## src/rtl/memsplit_rr_arb_if.sv

```systemverilog
// memsplit_rr_arb_if: split-transaction 32-bit memory bus (request/ack, then in-order read responses)
// Master drives req/we/addr/be/wdata and receives ack/resp/rdata; Slave is the mirror view.
interface MemSplit32;
  logic        req;
  logic        ack;
  logic        we;
  logic [31:0] addr;
  logic [3:0]  be;
  logic [31:0] wdata;
  logic        resp;
  logic [31:0] rdata;
  modport Master (output req, we, addr, be, wdata, input ack, resp, rdata);
  modport Slave (input req, we, addr, be, wdata, output ack, resp, rdata);
endinterface

```

## src/rtl/memsplit_rr_arb.sv

```systemverilog
// memsplit_rr_arb: two-requester arbiter onto one split-transaction target with in-order read response routing
// clk_i/rst_ni: clock, synchronous active-low reset; m0/m1: requesters; s: shared target;
// occ_bo: outstanding reads in the routing FIFO; err_o: sticky flag for a response with nothing outstanding.
module memsplit_rr_arb #(
  parameter int FIFO_DEPTH_POW = 2,
  parameter bit FIXED_PRIO     = 1'b0
) (
  input  logic                  clk_i,
  input  logic                  rst_ni,
  MemSplit32.Slave              m0,
  MemSplit32.Slave              m1,
  MemSplit32.Master             s,
  output logic [FIFO_DEPTH_POW:0] occ_bo,
  output logic                  err_o
);
  localparam int DEPTH = 1 << FIFO_DEPTH_POW;
  logic                      rr_q, lock_q, lock_id_q;
  logic [DEPTH-1:0]          fifo_q;
  logic [FIFO_DEPTH_POW-1:0] wp_q, rp_q;
  logic full, empty, el0, el1, gnt_v, gnt_id, s_req, s_we, done, push, pop, head;
  assign full  = occ_bo == (FIFO_DEPTH_POW+1)'(DEPTH);
  assign empty = occ_bo == '0;
  // reads need a free routing slot, writes never produce a response
  assign el0 = rst_ni & m0.req & (m0.we | ~full);
  assign el1 = rst_ni & m1.req & (m1.we | ~full);
  // a stalled transfer keeps its grant until acked so the target sees stable fields
  assign gnt_v  = lock_q ? rst_ni : el0 | el1;
  assign gnt_id = lock_q ? lock_id_q : (el0 & el1) ? (FIXED_PRIO ? 1'b0 : rr_q) : el1;
  assign s_req  = gnt_v & (gnt_id ? m1.req : m0.req);
  assign s_we   = gnt_v & (gnt_id ? m1.we : m0.we);
  assign s.req   = s_req;
  assign s.we    = s_we;
  assign s.addr  = gnt_v ? (gnt_id ? m1.addr : m0.addr) : '0;
  assign s.be    = gnt_v ? (gnt_id ? m1.be : m0.be) : '0;
  assign s.wdata = gnt_v ? (gnt_id ? m1.wdata : m0.wdata) : '0;
  assign done   = s_req & s.ack;
  assign m0.ack = done & ~gnt_id;
  assign m1.ack = done & gnt_id;
  assign push = done & ~s_we;
  assign pop  = rst_ni & s.resp & ~empty;
  assign head = fifo_q[rp_q];
  assign m0.resp  = pop & ~head;
  assign m1.resp  = pop & head;
  assign m0.rdata = (pop & ~head) ? s.rdata : '0;
  assign m1.rdata = (pop & head) ? s.rdata : '0;
  always_ff @(posedge clk_i) begin
    if (!rst_ni) begin
      rr_q      <= 1'b0;
      lock_q    <= 1'b0;
      lock_id_q <= 1'b0;
      wp_q      <= '0;
      rp_q      <= '0;
      occ_bo    <= '0;
      err_o     <= 1'b0;
    end else begin
      lock_q    <= s_req & ~s.ack;
      lock_id_q <= gnt_id;
      if (done) rr_q <= ~gnt_id;
      if (push) begin
        fifo_q[wp_q] <= gnt_id;
        wp_q         <= wp_q + FIFO_DEPTH_POW'(1);
      end
      if (pop) rp_q <= rp_q + FIFO_DEPTH_POW'(1);
      occ_bo <= occ_bo + (FIFO_DEPTH_POW+1)'(push) - (FIFO_DEPTH_POW+1)'(pop);
      if (s.resp & empty) err_o <= 1'b1;
    end
  end
endmodule

```

## src/flat_wrapper.sv

```systemverilog
// flat-port wrapper written by rule: the top's interface ports become plain ports
module memsplit_rr_arb_flat 
#(
  parameter int FIFO_DEPTH_POW = 2,
  parameter bit FIXED_PRIO     = 1'b0
)
  (clk_i, rst_ni, occ_bo, err_o, m0_req, m0_we, m0_addr, m0_be, m0_wdata, m0_ack, m0_resp, m0_rdata, m1_req, m1_we, m1_addr, m1_be, m1_wdata, m1_ack, m1_resp, m1_rdata, s_req, s_we, s_addr, s_be, s_wdata, s_ack, s_resp, s_rdata);
  MemSplit32 m0_i ();
  MemSplit32 m1_i ();
  MemSplit32 s_i ();
  input  logic clk_i;
  input  logic rst_ni;
  output logic [FIFO_DEPTH_POW:0] occ_bo;
  output logic err_o;
  input wire logic [$bits(m0_i.req)-1:0] m0_req;
  input wire logic [$bits(m0_i.we)-1:0] m0_we;
  input wire logic [$bits(m0_i.addr)-1:0] m0_addr;
  input wire logic [$bits(m0_i.be)-1:0] m0_be;
  input wire logic [$bits(m0_i.wdata)-1:0] m0_wdata;
  output wire logic [$bits(m0_i.ack)-1:0] m0_ack;
  output wire logic [$bits(m0_i.resp)-1:0] m0_resp;
  output wire logic [$bits(m0_i.rdata)-1:0] m0_rdata;
  input wire logic [$bits(m1_i.req)-1:0] m1_req;
  input wire logic [$bits(m1_i.we)-1:0] m1_we;
  input wire logic [$bits(m1_i.addr)-1:0] m1_addr;
  input wire logic [$bits(m1_i.be)-1:0] m1_be;
  input wire logic [$bits(m1_i.wdata)-1:0] m1_wdata;
  output wire logic [$bits(m1_i.ack)-1:0] m1_ack;
  output wire logic [$bits(m1_i.resp)-1:0] m1_resp;
  output wire logic [$bits(m1_i.rdata)-1:0] m1_rdata;
  output wire logic [$bits(s_i.req)-1:0] s_req;
  output wire logic [$bits(s_i.we)-1:0] s_we;
  output wire logic [$bits(s_i.addr)-1:0] s_addr;
  output wire logic [$bits(s_i.be)-1:0] s_be;
  output wire logic [$bits(s_i.wdata)-1:0] s_wdata;
  input wire logic [$bits(s_i.ack)-1:0] s_ack;
  input wire logic [$bits(s_i.resp)-1:0] s_resp;
  input wire logic [$bits(s_i.rdata)-1:0] s_rdata;
  assign m0_i.req = m0_req;
  assign m0_i.we = m0_we;
  assign m0_i.addr = m0_addr;
  assign m0_i.be = m0_be;
  assign m0_i.wdata = m0_wdata;
  assign m0_ack = m0_i.ack;
  assign m0_resp = m0_i.resp;
  assign m0_rdata = m0_i.rdata;
  assign m1_i.req = m1_req;
  assign m1_i.we = m1_we;
  assign m1_i.addr = m1_addr;
  assign m1_i.be = m1_be;
  assign m1_i.wdata = m1_wdata;
  assign m1_ack = m1_i.ack;
  assign m1_resp = m1_i.resp;
  assign m1_rdata = m1_i.rdata;
  assign s_req = s_i.req;
  assign s_we = s_i.we;
  assign s_addr = s_i.addr;
  assign s_be = s_i.be;
  assign s_wdata = s_i.wdata;
  assign s_i.ack = s_ack;
  assign s_i.resp = s_resp;
  assign s_i.rdata = s_rdata;
  memsplit_rr_arb #(.FIFO_DEPTH_POW(FIFO_DEPTH_POW), .FIXED_PRIO(FIXED_PRIO)) u_core (.clk_i(clk_i), .rst_ni(rst_ni), .m0(m0_i), .m1(m1_i), .s(s_i), .occ_bo(occ_bo), .err_o(err_o));
endmodule
```

## config.mk

```make
export PLATFORM = sky130hd
export DESIGN_NAME = memsplit_rr_arb_flat
export DESIGN_NICKNAME = d
export VERILOG_FILES = /design/src/rtl/memsplit_rr_arb_if.sv /design/src/rtl/memsplit_rr_arb.sv /design/src/flat_wrapper.sv
export SDC_FILE = /design/constraint.sdc
export NUM_CORES = 1
export LEC_CHECK = 0
export CORE_AREA = 2 2 125 127
export DETAILED_ROUTE_END_ITERATION = 10
export DIE_AREA = 0 0 127 129
export PLACE_DENSITY = 0.54
export SYNTH_ARGS = -nofsm -noshare
export SYNTH_HDL_FRONTEND = slang
export SYNTH_SLANG_ARGS = --single-unit
export TNS_END_PERCENT = 5
```

## constraint.sdc

```tcl
create_clock -name clk_i -period 3.3 [get_ports clk_i]
set_input_delay 0.495 -clock clk_i [delete_from_list [all_inputs] [get_ports clk_i]]
set_output_delay 0.495 -clock clk_i [all_outputs]
set_load 0.1 [all_outputs]
```

==> impl_metrics.yaml, run 1 <==
sta:
  finalHoldViolations: 0
  max_slew_margin_pct: 67.23
  slew_violations: 0
  timing.setup.tns_ns: 0
  finalSetupViolations: 0
  period_share_pct: 95.66
  rsz0062_at_grt: "false"
  period_needed_ns: 3.157
  fmax_mhz: 316.8
  skew_ns: 0.0007031
  worst_pin_slew_ns: 0.4916
cts:
  cts_resized: 0
  clock_latency_ns: 0.24
  post_cts_buffers: 0
  clk_pin_slew_worst_paths_ns: 0.05
  holdBufCountCts: 0
  cts_root_buf: "clkbuf_16"
  cts_max_level: 1
  ctsLongestPathBuffers: 2
  clock-sinks: 15
  cts_buffers: 3
  cts_tree: "built"
global_routing:
  track_usage_pct: 15.63
  grt_pass1_vias: 3996
  overflow: 0
  grt_pass1_wl_um: 20750
  grt_max_degree: 49
  antenna_found_initial: 0
logic_synthesis:
  synth-seq-area-share_pct: 15.49
  synth_area_sq_mm: 0.002197
  synth-edff-count: 4
  synth_ff_type: "dfxtp_1"
  syn_nets: 566
  postSynth.asyncResetShare_pct: 0
  yosys_warnings: 0
  synth.distinct_cells: 31
  netlist_instances: 383
  avgSynthCellArea_sq_um: 5.737
  yosys_register_bits: 15
routing:
  dr.pass1.iters: 4
  finalWirelength_um: 13690
  drt_iter0_markers: 106
  ant_nets: 0
  detail_route.wl_per_cell_um: 15.64
  viasPerCell: 4.344
  drc: 0
  num_vias: 3801
finish:
  drive_above_1_share_pct: 36.39
  final_cells: 875
  n_fill_cell: 1363
  fin_nets: 871
  diodes: 0
  utilization_pct: 50.05
  areaGrowthSynthToFinish_pct: 241.2
power_and_ir_drop:
  peakVddDrop_uv: 237.2
  cellLeakagePower_nw: 3.061
  p_per_area_mw_per_mm2: 362.8
  p_total_w: 0.002720
die:
  start_util_pct: 14.67
  dieArea_sq_mm: 0.01638
  io_pins: 318
  core_area_sq_mm: 0.01498
  die_w_um: 127
  die_y_um: 129
  rows: 45
worst_setup_path:
  crit_type: "input pin to primary output"
  arrival_ns: 2.66
  required_ns: 2.80
  r2r_setup_slack_ns: 0.56
  start_kind: "input pin"
  end_kind: "primary output"
  critical_path.max_fanout: 46
placement:
  gp_congestion: 0.7974
  port_buffers: 317
  dp_hpwl_um: 11840
  placedCellCount: 871
status:
  status: "finished clean"
hold_path:
  hp-class: "register to register"
job:
  drv_cap: 0
## report_power, final
group	leakage [nW]	internal, W	total (W)	switching, W
clock	0.0382	0.000163	0.000228	0.0000651
sequential	0.127	0.000212	0.000241	0.0000289
combinational	2.90	0.000822	0.00225	0.00143
total	3.06	0.00120	0.00272	0.00152
## area by class of cell
type	instances	area [sq um]	area share (%)
Tap cell	188	235.2	3.138
Multi-Input combinational cell	324	2081	27.76
Timing Repair Buffer	334	4722	62.99
Inverter	10	37.54	0.5008
Clock buffer	4	78.83	1.052
Sequential cell	15	341.6	4.557
## metal layers
layer  GRT usage [%]  vias to the layer above  routed length (um)
li1                -                     1854                   -
met1           16.22                     1711                4667
met2           31.21                      220                7443
met3           4.116                       16                1355
met4           3.620                        0                 221
met5               0                        -                   0
## path summary, 6_finish.rpt
check              startpoint          endpoint  cells past startpoint
min reg2reg    u_core.wp_q[1]    u_core.wp_q[1]                      2
max                     m0_we       s_wdata[18]                      9
max reg2reg  u_core.occ_bo[1]  u_core.occ_bo[2]                     11
min            u_core.wp_q[1]    u_core.wp_q[1]                      2
## cell usage after synthesis (2+ instances only)
cell type  number  area [sq um]
nand2_1       145         544.3
a21oi_1        69         345.3
and2_1         40         250.2
and3_1         32         200.2
clkbuf_1       25         93.84
dfxtp_1        11         220.2
inv_1           9         33.78
nor2_1          9         33.78
ha_1            6         75.07
buf_1           5         18.77
edfxtp_1        4         120.1
mux2i_1         4         40.04
buf_2           3         15.01
xnor2_1         3         26.28
nor2b_1         2         12.51
## per-stage QoR
step	setup slack [ns]	hold WS [ns]	area, sq um
2_1_floorplan	-0.2464	0.4654	2587
3_3_place_gp	0.1144	0.4761	7417
3_5_place_dp	0.06995	0.4877	7417
4_1_cts	0.1152	0.5026	7496
5_1_grt	0.001305	0.5404	7496
6_report	0.1431	0.5015	7496
## flip-flops by register name (all words and copies together) (netlist names)
signal            cells
u_core.err_o          1
u_core.fifo_q         4
u_core.lock_id_q      1
u_core.lock_q         1
u_core.occ_bo         3
u_core.rp_q           2
u_core.rr_q           1
u_core.wp_q           2
## worst max-delay path, stage by stage
cell	delay [ns]
clkdlybuf4s50_1	0.44
nor4b_2	0.26
nor3_1	0.10
o41a_2	0.48
inv_2	0.13
buf_12	0.23
nand2_1	0.11
a21oi_2	0.20
buf_12	0.20
## placed cells by master (no fill, tap or decap), types with 2 or more instances in the layout
master	instances
clkbuf_16	3
and2_1	31
nand2_1	144
buf_12	142
inv_1	9
edfxtp_1	4
nor2_1	7
ha_1	6
clkdlybuf4s50_1	175
nor2_2	2
xnor2_1	3
mux2i_1	4
a21oi_2	54
dfxtp_1	10
buf_4	17
and3_1	32
and2_2	9
a21oi_4	15
nor2b_1	2
## logic make-up after synthesis
family / share of synthesized area (%)
AO/OA/AOI/OAI: 19.36
XOR/XNOR: 1.595
adder cells (fa/ha/maj): 4.328
buffers and inverters: 7.859
flip-flops: 15.49
multiplexers: 2.847
AND/OR/NAND/NOR: 48.52
Note: power is estimated with default switching activity, not from simulation.
==> run 2, diff against run 1 <==
--- a/config.mk
+++ b/config.mk
@@ -9,6 +9,7 @@
 export DETAILED_ROUTE_END_ITERATION = 10
 export DIE_AREA = 0 0 127 129
 export PLACE_DENSITY = 0.54
+export SKIP_CTS_REPAIR_TIMING = 1
 export SYNTH_ARGS = -nofsm -noshare
 export SYNTH_HDL_FRONTEND = slang
 export SYNTH_SLANG_ARGS = --single-unit
==> constraint.sdc (replaced) <==
create_clock -name clk_i -period 3.3 [get_ports clk_i]
set_input_delay 0.495 -clock clk_i [delete_from_list [all_inputs] [get_ports clk_i]]
set_output_delay 0.495 -clock clk_i [all_outputs]
set_load 0.005 [all_outputs]
==> run 2 against run 1 <==
Against the previous run:
- non-clock buffer count down 1
- design area shrank 22%
- worst hold slack better by 0.0047 ns
- register-to-register slack got worse by 0.17 ns
- combinational power down 60%
- largest cell class unchanged
==> impl_metrics.yaml, run 2 (synthesized netlist as in run 1, its figures left out) <==
finish:
  areaGrowthSynthToFinish_pct: 165.0
  fin_nets: 870
  final_cells: 874
  largestRegisters: "u_core.fifo_q (4), u_core.occ_bo (3)"
  largest_reg_flops: 4
  mostFrequentLayoutCell: "clkdlybuf4s50_1"
  drive_above_1_share_pct: 4.519
  diodes: 0
  regMostFlops: "u_core.fifo_q"
  final_area_sq_mm: 0.005822
  final_cell_mix: "clkdlybuf4s50_1, nand2_1, a21oi_1"
routing:
  ant_nets: 0
  viasPerCell: 4.251
  detail_route.wl_per_cell_um: 15.43
  dr.pass1.iters: 6
  finalWirelength_um: 13490
  drc: 0
  drt_iter0_markers: 120
  num_vias: 3715
sta:
  finalSetupViolations: 0
  period_share_pct: 98.02
  period_needed_ns: 3.235
  setup_ws_ns: 0.06542
  slew_violations: 0
  skew_ns: 0.002906
  finalHoldViolations: 0
  worst_pin_slew_ns: 0.3494
  max_slew_margin_pct: 76.62
  rsz0062_at_grt: "true"
  hold_ws_ns: 0.5063
  fmax_mhz: 309.2
worst_setup_path:
  cpPeakStageDelay_ns: 0.57
  crit_top_cell: "clkdlybuf4s50_1"
  critical_path.max_fanout: 34
  arrival_ns: 2.74
  required_ns: 2.80
  crit_path_top_delay_cell: "clkdlybuf4s50_1"
  crit_buf_inv: 4
  end_kind: "primary output"
  crit_type: "input pin to primary output"
  path_cells: "clkdlybuf4s50_1 > o41ai_2 > o41a_2 > inv_2 > buf_12 > nand2_1 > a21oi_1 > clkdlybuf4s50_1"
  crit_family: "buffers and inverters"
  start_kind: "input pin"
power_and_ir_drop:
  p_comb_share_pct: 65.3
  pwr-share-clk_pct: 17.2
  seqPwrFrac_pct: 17.5
  power.net_switching_w: 0.0004572
  peakVddDrop_uv: 185.2
  swShare_pct: 33.25
  p_int_w: 0.0009177
  p_per_area_mw_per_mm2: 236.2
  cellLeakagePower_nw: 2.604
cts:
  clock-sinks: 15
  cts_buffers: 3
  ctsLongestPathBuffers: 2
  clk_pin_slew_worst_paths_ns: 0.05
  cts_root_buf: "clkbuf_16"
  cts_max_level: 1
  clock_latency_ns: 0.24
  cts_tree: "built"
placement:
  gp_congestion: 0.9147
  placedCellCount: 870
  dp_hpwl_um: 11260
  post-place-ws_ns: -0.1743
  port_buffers: 317
  place_area_sq_mm: 0.005669
status:
  status: "finished clean"
die:
  die_w_um: 127
  core_area_sq_mm: 0.01498
  io_pins: 318
  dieArea_sq_mm: 0.01638
  start_util_pct: 14.67
  rows: 45
  die_y_um: 129
global_routing:
  overflow: 0
  track_usage_pct: 15.22
  grt_max_degree: 42
  antenna_found_initial: 0
  grt_pass1_wl_um: 19890
  grt_pass1_vias: 3689
job:
  drv_cap: 0
hold_path:
  hp-class: "register to register"
-- run 2: cell types whose count changed in the layout (fill, tap and decap cells not counted), sizes merged --
cell / previous run / this run
clkbuf: 4 / 3
clkinv: 0 / 1
clkdlybuf4s50: 175 / 301
dlymetal6s2s: 0 / 16
buf: 159 / 16
-- run 2: worst register-to-register path, stage by stage (launching register included) --
cell	delay [ns]
dfxtp_1	0.39
nor4b_4	0.34
nor3_2	0.08
o41a_2	0.46
inv_2	0.12
buf_12	0.21
nor2_1	0.07
o21ba_1	0.20
ha_1	0.20
fa_1	0.38
xnor2_1	0.18
xnor2_1	0.14
nor2_1	0.05
-- run 2: path summary, 6_finish.rpt --
check / endpoint / startpoint / depth (start not counted) / slack, ns
setup / recovery: s_wdata[0] / m1_we / 8 / 0.07
hold / removal: u_core.err_o / u_core.err_o / 2 / 0.51
setup reg to reg: u_core.occ_bo[2] / u_core.occ_bo[1] / 12 / 0.39
hold reg to reg: u_core.err_o / u_core.err_o / 2 / 0.51
-- run 2: final cells by class --
| type | instances | area (sq um) |
|---|---|---|
| clock buffer | 3 | 75.07 |
| multi-input combinational | 324 | 1713 |
| timing repair buffer | 333 | 3416 |
| sequential | 15 | 340.3 |
| fill | 1532 | 9155 |
| inverter | 10 | 37.54 |
| clock inverter | 1 | 5.005 |
| tap | 188 | 235.2 |
-- run 2: layer usage --
layer,vias to the layer above,GRT usage (%),wire [um]
met3,10,4.366,1321
met4,0,1.939,146
met1,1645,15.95,4684
met2,211,30.68,7335
met5,-,0,0
li1,1849,-,-
-- run 2: power groups by stage --
stage	logic [W]	registers [W]	clock network, W
final	0.000898	0.000240	0.000237
after detailed placement	0.000905	0.000242	0
after global placement	0.000897	0.000240	0
after CTS	0.000909	0.000238	0.000241
after floorplan	0.000311	0.000236	0
after global routing	0.000979	0.000245	0.000254
-- run 2: metrics by stage --
| stage | total power [W] | setup TNS, ns | utilization, % |
|---|---|---|---|
| finish | 0.001375 | 0 | 38.87 |
| global route | 0.001478 | -0.004984 | 38.87 |
| CTS | 0.001388 | -7.374 | 38.39 |
| detailed placement | 0.001146 | -5.581 | 37.85 |
| global placement | 0.001136 | -3.909 | 37.85 |
| floorplan | 0.0005465 | 0 | - |
==> run 3, diff against run 2 <==
--- a/config.mk
+++ b/config.mk
@@ -8,7 +8,6 @@
 export CORE_AREA = 2 2 125 127
 export DETAILED_ROUTE_END_ITERATION = 10
 export DIE_AREA = 0 0 127 129
-export PLACE_DENSITY = 0.54
 export SKIP_CTS_REPAIR_TIMING = 1
 export SYNTH_ARGS = -nofsm -noshare
 export SYNTH_HDL_FRONTEND = slang
==> run 3 against run 2 <==
Against the previous run:
- flip-flop and latch count unchanged
- total power increased by 1.2%
- count of clock-buffer cells in the layout unchanged
- utilization increased by 0.26 points
- fmax increased by 0.68%
- clock skew about the same
- global-route usage decreased by 0.57 points
- critical path type unchanged
- critical path depth unchanged
- sequential share of layout area about the same
- highest routed layer unchanged
==> impl_metrics.yaml, run 3 (synthesized netlist as in run 1, its figures left out) <==
global_routing:
  overflow: 0
  antenna_found_initial: 0
  grt_pass1_wl_um: 19140
  grt_max_degree: 70
  grt_pass1_vias: 3491
  track_usage_pct: 14.65
power_and_ir_drop:
  seqPwrFrac_pct: 17.1
  power.net_switching_w: 0.0004532
  cellLeakagePower_nw: 2.446
  p_per_area_mw_per_mm2: 237.3
  p_comb_share_pct: 66.1
  pwr-share-clk_pct: 16.7
  peakVddDrop_uv: 180.4
  p_total_w: 0.001391
  p_int_w: 0.0009376
  swShare_pct: 32.59
cts:
  clk_pin_slew_worst_paths_ns: 0.05
  cts_root_buf: "clkbuf_16"
  cts_tree: "built"
  clock-sinks: 15
  ctsLongestPathBuffers: 2
  clock_latency_ns: 0.24
  cts_max_level: 1
  cts_buffers: 3
routing:
  dr.pass1.iters: 5
  drt_iter0_markers: 117
  drc: 0
  viasPerCell: 4.159
  ant_nets: 0
  detail_route.wl_per_cell_um: 14.82
  num_vias: 3664
  finalWirelength_um: 13060
finish:
  drive_above_1_share_pct: 4.906
  diodes: 0
  areaGrowthSynthToFinish_pct: 166.7
  largestRegisters: "u_core.fifo_q (4), u_core.occ_bo (3)"
  mostFrequentLayoutCell: "clkdlybuf4s50_1"
  fin_nets: 877
  largest_reg_flops: 4
  utilization_pct: 39.13
  regMostFlops: "u_core.fifo_q"
  final_cell_mix: "clkdlybuf4s50_1, nand2_1, a21oi_1"
sta:
  skew_ns: 0.002539
  worst_pin_slew_ns: 0.3297
  rsz0062_at_grt: "true"
  period_share_pct: 97.36
  fmax_mhz: 311.2
  slew_violations: 0
  hold_ws_ns: 0.4967
  finalSetupViolations: 0
  period_needed_ns: 3.213
  finalHoldViolations: 0
  max_slew_margin_pct: 77.78
  setup_ws_ns: 0.08713
worst_setup_path:
  start_kind: "input pin"
  critical_path.max_fanout: 26
  r2r_end: "u_core.occ_bo[2]"
  rr_worst_depth: 12
  crit_type: "input pin to primary output"
  cp-endpoint: "s_wdata[3]"
  end_kind: "primary output"
  r2r_setup_slack_ns: 0.47
  startpoint: "rst_ni"
  r2r_start: "u_core.occ_bo[2]"
  required_ns: 2.80
  arrival_ns: 2.72
die:
  dieArea_sq_mm: 0.01638
  rows: 45
  io_pins: 318
  core_area_sq_mm: 0.01498
  die_w_um: 127
  die_y_um: 129
  start_util_pct: 14.67
hold_path:
  min_from: "u_core.wp_q[1]"
  hp-class: "register to register"
  holdPathStages: 2
job:
  drv_cap: 0
placement:
  gp_congestion: 0.7789
  dp_hpwl_um: 10840
  post-place-ws_ns: -0.1767
  port_buffers: 317
status:
  status: "finished clean"
## run 3: critical path, cell delays in order
cell and delay [ns]:
clkdlybuf4s50_1 0.49, inv_1 0.06, o41a_2 0.54, inv_4 0.12, buf_12 0.18, nand2_1 0.07, a21oi_1 0.20, clkdlybuf4s50_1 0.55
## run 3: cell type report
cell class	count	area (sq um)
Tap cell	188	235.2
Fill cell	1560	9116
Timing Repair Buffer	340	3468
Clock buffer	3	75.07
Multi-Input combinational cell	324	1697
Clock inverter	1	5.005
Sequential cell	15	340.3
Inverter	10	40.04
## run 3: worst min path at each step
stage / end / slack (ns)
after floorplan: u_core.err_o / 0.46
after global placement: u_core.err_o / 0.48
after global routing: u_core.err_o / 0.53
after detailed placement: u_core.err_o / 0.49
final: u_core.wp_q[1] / 0.50
after CTS: u_core.err_o / 0.50
## run 3: stage by stage
step / cell area [sq um] / TNS [ns] / std cells
final: 5861 / 0 / 881
after global routing: 5861 / -0.01642 / 881
after CTS: 5814 / -8.028 / 881
after detailed placement: 5734 / -7.214 / 877
after global placement: 5734 / -5.931 / 877
after floorplan: 2197 / 0 / 383
## run 3: layer usage
layer / vias to the layer above / part of all wire (%) / track usage [%]
met5: - / 0 / 0
met4: 0 / 0.38 / 1.099
met3: 4 / 8.9 / 4.241
met2: 205 / 54 / 29.51
met1: 1588 / 37 / 15.66
li1: 1867 / - / -
## run 3: power groups by stage
stage	clock network [W]	logic [W]	registers [W]
after detailed placement	0	0.000919	0.000239
after global placement	0	0.000920	0.000238
after global routing	0.000246	0.00100	0.000241
after CTS	0.000238	0.000923	0.000236
after floorplan	0	0.000311	0.000236
final	0.000233	0.000920	0.000238
